## config.mk

```make
export PLATFORM = sky130hd
export DESIGN_NAME = out_bcd_converter_flat
export DESIGN_NICKNAME = d
export VERILOG_FILES = /design/src/rtl/out_bcd_converter_if.sv /design/src/rtl/out_bcd_converter.sv /design/src/flat_wrapper.sv
export SDC_FILE = /design/constraint.sdc
export NUM_CORES = 1
export LEC_CHECK = 0
export ABC_AREA = 1
export CAP_MARGIN = 20
export CORE_UTILIZATION = 51
export CTS_CLUSTER_DIAMETER = 200
export DETAILED_ROUTE_END_ITERATION = 6
export PLACE_DENSITY = 0.82
export SLEW_MARGIN = 20
export SYNTH_ARGS = -nofsm -noshare
export SYNTH_HDL_FRONTEND = slang
export SYNTH_SLANG_ARGS = --single-unit
```

## constraint.sdc

```tcl
create_clock -name clk -period 2.4 [get_ports clk]
set_input_delay 0.36 -clock clk [delete_from_list [all_inputs] [get_ports clk]]
set_output_delay 0.36 -clock clk [all_outputs]
set_load 0.03 [all_outputs]
```

## src/rtl/out_bcd_converter_if.sv

```systemverilog
// ----------------------------------------------------------------------------
// out_bcd_converter_if
//  Bundles the data path between the CPU 'out' register and the BCD display
//  converter.
//  Signals:
//   in     binary value from the CPU 'out' register  (master -> slave)
//   bcd    packed BCD, digit 0 (ones) in [3:0]        (slave -> master)
//   neg    sign of the displayed value                (slave -> master)
//   busy   conversion in progress                     (slave -> master)
//   valid  one-cycle pulse when bcd/neg update        (slave -> master)
//  Modports:
//   master  the producer/observer side (CPU side, testbench)
//   slave   the converter itself
// ----------------------------------------------------------------------------
interface out_bcd_converter_if #(
    parameter int DATA_WIDTH = 16,
    parameter int DIGITS     = 5
);
    logic [DATA_WIDTH-1:0] in;
    logic [4*DIGITS-1:0]   bcd;
    logic                  neg;
    logic                  busy;
    logic                  valid;

    modport master (
        output in,
        input  bcd,
        input  neg,
        input  busy,
        input  valid
    );

    modport slave (
        input  in,
        output bcd,
        output neg,
        output busy,
        output valid
    );
endinterface

```

## src/rtl/out_bcd_converter.sv

```systemverilog
// ----------------------------------------------------------------------------
// out_bcd_converter
//  Watches the CPU 'out' register and converts every new value to packed BCD
//  for the 7-segment display driver. Conversion uses an iterative
//  shift-add-3 (double-dabble) engine that consumes one binary bit per clock.
//  A value change seen while a conversion is running is not lost: on return
//  to IDLE the input is compared with the last captured value again, so the
//  most recent value always ends up on the display (intermediate values may
//  be skipped).
//
//  Ports:
//   clk        system clock, all state on the rising edge
//   rst        asynchronous, active-high reset
//   bus.in     binary input value (DATA_WIDTH bits)
//   bus.bcd    packed BCD result, digit 0 (ones) in [3:0]
//   bus.neg    sign of the displayed value (0 unless signed mode)
//   bus.busy   conversion in progress
//   bus.valid  one-cycle pulse when bcd/neg update
//
//  Parameters:
//   DATA_WIDTH  width of the binary input
//   DIGITS      BCD digits produced; 10^DIGITS must exceed 2^DATA_WIDTH
//
//  Build option:
//   OUT_BCD_SIGNED_EN  when defined, 'in' is two's complement; the magnitude
//                      is converted and the sign is reported on 'neg'.
//                      When undefined, 'in' is unsigned and 'neg' stays 0.
// ----------------------------------------------------------------------------
module out_bcd_converter #(
    parameter int DATA_WIDTH = 16,
    parameter int DIGITS     = 5
) (
    input  logic                  clk,
    input  logic                  rst,
    out_bcd_converter_if.slave    bus
);

    localparam int BCD_W = 4 * DIGITS;
    localparam int CNT_W = $clog2(DATA_WIDTH) + 1;
    localparam logic [CNT_W-1:0] CNT_LAST = CNT_W'(DATA_WIDTH - 1);

    typedef enum logic [1:0] {
        IDLE  = 2'd0,
        SHIFT = 2'd1,
        DONE  = 2'd2
    } state_t;

    state_t                state_reg;
    logic [DATA_WIDTH-1:0] last_reg;
    logic [DATA_WIDTH-1:0] sh_reg;
    logic [BCD_W-1:0]      work_reg;
    logic [CNT_W-1:0]      cnt_reg;
    logic                  sign_reg;
    logic [BCD_W-1:0]      bcd_reg;
    logic                  neg_reg;
    logic                  busy_reg;
    logic                  valid_reg;

    // Combinational helpers
    logic [BCD_W-1:0]      work_corr;
    logic [DATA_WIDTH-1:0] mag_next;
    logic                  sign_next;

    // ------------------------------------------------------------------
    // Add-3 correction: every digit that is 5 or more gets +3 before the
    // shift so that doubling it carries correctly into the next digit.
    // The sum stays inside the 4-bit digit (max 9+3 = 12).
    // ------------------------------------------------------------------
    generate
        for (genvar gi = 0; gi < DIGITS; gi++) begin : g_digit_corr
            assign work_corr[4*gi +: 4] = (work_reg[4*gi +: 4] >= 4'd5)
                                        ? work_reg[4*gi +: 4] + 4'd3
                                        : work_reg[4*gi +: 4];
        end
    endgenerate

    // ------------------------------------------------------------------
    // Sign / magnitude of the incoming value, evaluated at capture time.
    // In signed mode the negation wraps in DATA_WIDTH bits, so the most
    // negative value maps onto itself, which read unsigned is exactly its
    // magnitude (e.g. 0x8000 -> 32768).
    // ------------------------------------------------------------------
`ifdef OUT_BCD_SIGNED_EN
    assign sign_next = bus.in[DATA_WIDTH-1];
    assign mag_next  = sign_next ? (~bus.in + DATA_WIDTH'(1)) : bus.in;
`else
    assign sign_next = 1'b0;
    assign mag_next  = bus.in;
`endif

    // ------------------------------------------------------------------
    // Control FSM and datapath
    // ------------------------------------------------------------------
    always_ff @(posedge clk or posedge rst) begin
        if (rst) begin
            state_reg <= IDLE;
            last_reg  <= '0;
            sh_reg    <= '0;
            work_reg  <= '0;
            cnt_reg   <= '0;
            sign_reg  <= 1'b0;
            bcd_reg   <= '0;
            neg_reg   <= 1'b0;
            busy_reg  <= 1'b0;
            valid_reg <= 1'b0;
        end else begin
            case (state_reg)
                IDLE: begin
                    valid_reg <= 1'b0;
                    if (bus.in != last_reg) begin
                        last_reg  <= bus.in;
                        sh_reg    <= mag_next;
                        sign_reg  <= sign_next;
                        work_reg  <= '0;
                        cnt_reg   <= '0;
                        busy_reg  <= 1'b1;
                        state_reg <= SHIFT;
                    end
                end

                SHIFT: begin
                    // Binary bits leave sh from the top and enter work at bit 0.
                    {work_reg, sh_reg} <= {work_corr, sh_reg} << 1;
                    cnt_reg            <= cnt_reg + CNT_W'(1);
                    if (cnt_reg == CNT_LAST) begin
                        state_reg <= DONE;
                    end
                end

                DONE: begin
                    bcd_reg   <= work_reg;
                    neg_reg   <= sign_reg;
                    valid_reg <= 1'b1;
                    busy_reg  <= 1'b0;
                    state_reg <= IDLE;
                end

                default: begin
                    state_reg <= IDLE;
                    busy_reg  <= 1'b0;
                    valid_reg <= 1'b0;
                end
            endcase
        end
    end

    assign bus.bcd   = bcd_reg;
    assign bus.neg   = neg_reg;
    assign bus.busy  = busy_reg;
    assign bus.valid = valid_reg;

endmodule

```

## src/flat_wrapper.sv

```systemverilog
// flat-port wrapper written by rule: the top's interface ports become plain ports
module out_bcd_converter_flat 
#(
    parameter int DATA_WIDTH = 16,
    parameter int DIGITS     = 5
)
  (clk, rst, bus_in, bus_bcd, bus_neg, bus_busy, bus_valid);
  out_bcd_converter_if #(.DATA_WIDTH(DATA_WIDTH), .DIGITS(DIGITS)) bus_i ();
  input  logic clk;
  input  logic rst;
  input wire logic [$bits(bus_i.in)-1:0] bus_in;
  output wire logic [$bits(bus_i.bcd)-1:0] bus_bcd;
  output wire logic [$bits(bus_i.neg)-1:0] bus_neg;
  output wire logic [$bits(bus_i.busy)-1:0] bus_busy;
  output wire logic [$bits(bus_i.valid)-1:0] bus_valid;
  assign bus_i.in = bus_in;
  assign bus_bcd = bus_i.bcd;
  assign bus_neg = bus_i.neg;
  assign bus_busy = bus_i.busy;
  assign bus_valid = bus_i.valid;
  out_bcd_converter #(.DATA_WIDTH(DATA_WIDTH), .DIGITS(DIGITS)) u_core (.clk(clk), .rst(rst), .bus(bus_i));
endmodule
```

==> summary.md <==
| Metric | Value |
|---|---|
| Status | finished, final reports clean |
| Worst-path clk slew | 0.08 ns |
| I/O pins | 41 |
| PwrDens | 1372 nW/um^2 |
| Flops & latches, synth | 81 |
| Cell row count | 32 |
| Post-cts sizing count | 0 |
| Worst skew pair latency | 0.34 ns |
| Vias | 3400 |
| Starting density of the core | 52.75% |
| Fmax | 514.4 MHz |
| Diode count | 0 |
| Sum Neg Setup Slack | 0 ns |
| Inserted Clock Buffers | 9 |
| Die height | 91.41 microns |
| Total power | 6.474 mW |
| Fillers | 657 |
| Final hold vios | 0 |
| Post-CTS setup buffer count | 0 |
| Fin crit period | 1.944 ns |
| DR DRC count | 0 |
| DR iter-0 viols | 196 |
| Bufs on Longest Clock Path | 2 |
| Drt pass-1 iters | 4 |
| Largest net degree at the start of global routing | 82 |
| Cells after Synth | 526 |
| Worst slew margin | 57.35% |
| Gpl congestion | 0.7632 |
| Highest net fanout along the worst path | 15 |
| Critical-path cell list | clkdlybuf4s50_1 > inv_1 > nand2_1 > nand2_1 > nor2_1 > nand2_1 > nor2_1 > nand2_1 > nand2_2 > nand2_1 > nand2_1 > nand2_1 |
| # setup viols final | 0 |
| Width of the die | 91.41 microns |
| Warnings, synthesis | 0 |
| Layout cells sized above 1 | 4.618% |
| LEAKAGE | 2.459 nW |
| Vias in the first global route | 3312 |
| Tcrit/Tclk final | 81.00% |
| P&R area growth vs syn | 15.75% |
| CP arrival | 2.18 ns |
| Critical R2R Launch | u_core.state_reg[0] |
| CTS H-tree lvls | 3 |
| Hold Buf Count CTS | 0 |
| First-pass GRT wire length | 14280 microns |
| Synthesized area | 4076 sq um |
| Unrepaired setup endpoints after global routing | no |
| Actual slew at the worst max-slew pin | 0.6391 ns |
| CTS Sinks | 81 |
| Final Skew | 0.006366 ns |
| Gr ovfl total | 0 |
| Final hold slack | 0.4754 ns |
| DIE AREA | 8355 sq um |
| CP required | 2.63 ns |
| Core area | 7727 sq um |
| Worst path slowest cell | clkdlybuf4s50_1 |
| Worst vdd rail ir drop | 413.5 uV |
| Initial antenna violation count | 0 |
| Wire per inst | 12.04 microns |
| Unique masters post-synth | 22 |
| WL final | 8007 microns |
| Final max-slew violation count | 0 |
| Root Driver | clkbuf_8 |
| Antenna Nets Post-Route | 0 |
| Port Buffer Count | 39 |
| Crit. Startpoint | bus_in[2] |
| CP max stage delay | 0.48 ns |
| Vias per inst | 5.113 |
| CP endpoint kind | flop |
| Worst Hold Class | input port to asynchronous set/reset pin |
| Avg Inst Size Synth | 7.750 sq um |
| Sequential fraction of the synthesis area | 49.72% |
| WS Path Type | input port to flop |
| CP most frequent cell | nand2_1 |
| Gr usage total | 21.17% |
| Max cap viols | 0 |
| Startpoint types | input port |
| Post-synthesis net count | 556 |
| Post-layout util | 61.06% |
| Post-DP HPWL | 5402 microns |
| Nets | 589 |
| CTS tree | done |
[worst max-delay path, delay by kind of cell]
family / cells / cell delay (ns)
AND/OR/NAND/NOR: 10 / 1.26
buffers and inverters: 2 / 0.55
[worst paths after layout]
check	cells past startpoint	slack [ns]	end
setup / recovery	12	0.46	u_core.sh_reg[3]
hold / removal	3	0.48	u_core.bus.bcd[6]
setup reg to reg	6	0.57	u_core.sh_reg[3]
hold reg to reg	2	0.49	u_core.bus.bcd[5]
max in group asynchronous	3	1.60	u_core.cnt_reg[3]
min in group clk	2	0.49	u_core.bus.bcd[5]
[cell usage in the layout (no fill, tap or decap), drive strengths merged]
master / netlist / routed
nand2: 177 / 177
dfrtp: 81 / 81
o21ai: 72 / 72
inv: 64 / 63
nand3: 51 / 51
clkdlybuf4s50: 0 / 39
nor2: 21 / 21
a21oi: 12 / 12
ha: 12 / 12
clkbuf: 11 / 12
buf: 13 / 7
o211ai: 4 / 4
nand4: 3 / 3
xor2: 2 / 2
or2: 2 / 2
clkinv: 0 / 2
clkinvlp: 0 / 1
conb: 1 / 1
bufinv: 0 / 1
[power by group]
part / switching [mW] / internal (mW) / total [mW]
registers: 0.475 / 2.01 / 2.49
clock network: 0.468 / 0.529 / 0.997
logic: 1.84 / 1.15 / 2.99
total: 2.78 / 3.69 / 6.47
[area by class of cell]
type                            count  area [sq um]  area share [%]
Clock inverter                      3         40.04          0.8486
Tap cell                          102         127.6           2.705
Multi-Input combinational cell    357          1657           35.11
Sequential cell                    81          2027           42.96
Inverter                           64         244.0           5.171
Clock buffer                       12         155.1           3.288
Timing Repair Buffer               46         467.9           9.918
[synthesized netlist by cell type]
cell / instances / area share [%]
buf_1: 1 / 0.092
buf_2: 4 / 0.49
o211ai_1: 4 / 0.74
a21oi_1: 12 / 1.5
or2_2: 2 / 0.31
o21ai_1: 6 / 0.74
nand4_1: 3 / 0.46
buf_4: 1 / 0.18
nand2_2: 1 / 0.15
nand2_1: 176 / 16
ha_1: 12 / 3.7
nand3_1: 51 / 6.3
inv_1: 64 / 5.9
buf_6: 7 / 1.9
nor2_2: 1 / 0.15
clkbuf_2: 1 / 0.12
conb_1: 1 / 0.092
nor2_1: 20 / 1.8
o21ai_0: 66 / 8.1
xor2_1: 2 / 0.43
dfrtp_1: 81 / 50
clkbuf_1: 10 / 0.92
[metrics by stage]
stage / area, sq um / cells / setup slack [ns]
after floorplan: 4080 / 526 / 1.044
after global placement: 4523 / 650 / 0.2090
after detailed placement: 4523 / 650 / 0.1364
after CTS: 4718 / 665 / 0.4795
after global routing: 4718 / 665 / 0.2988
final: 4718 / 665 / 0.4559
[per-layer routing]
layer	up-vias	wire length (microns)	global-route usage, %
met1	1605	3754	25.77
li1	1722	-	-
met5	-	0	0
met2	61	3871	37.09
met3	12	213	3.266
met4	0	167	9.127
[kinds of logic (layout without fill, tap and decap cells)]
group | count (synthesis) | count (layout) | share of synthesized area [%]
AO/OA/AOI/OAI | 88 | 88 | 11.05
buffers and inverters | 88 | 125 | 9.638
adder cells (fa/ha/maj) | 12 | 12 | 3.683
XOR/XNOR | 2 | 2 | 0.4298
AND/OR/NAND/NOR | 254 | 254 | 25.38
flip-flops | 81 | 81 | 49.72
other | 1 | 1 | 0.09199
Note: power is estimated with default switching activity, not from simulation.
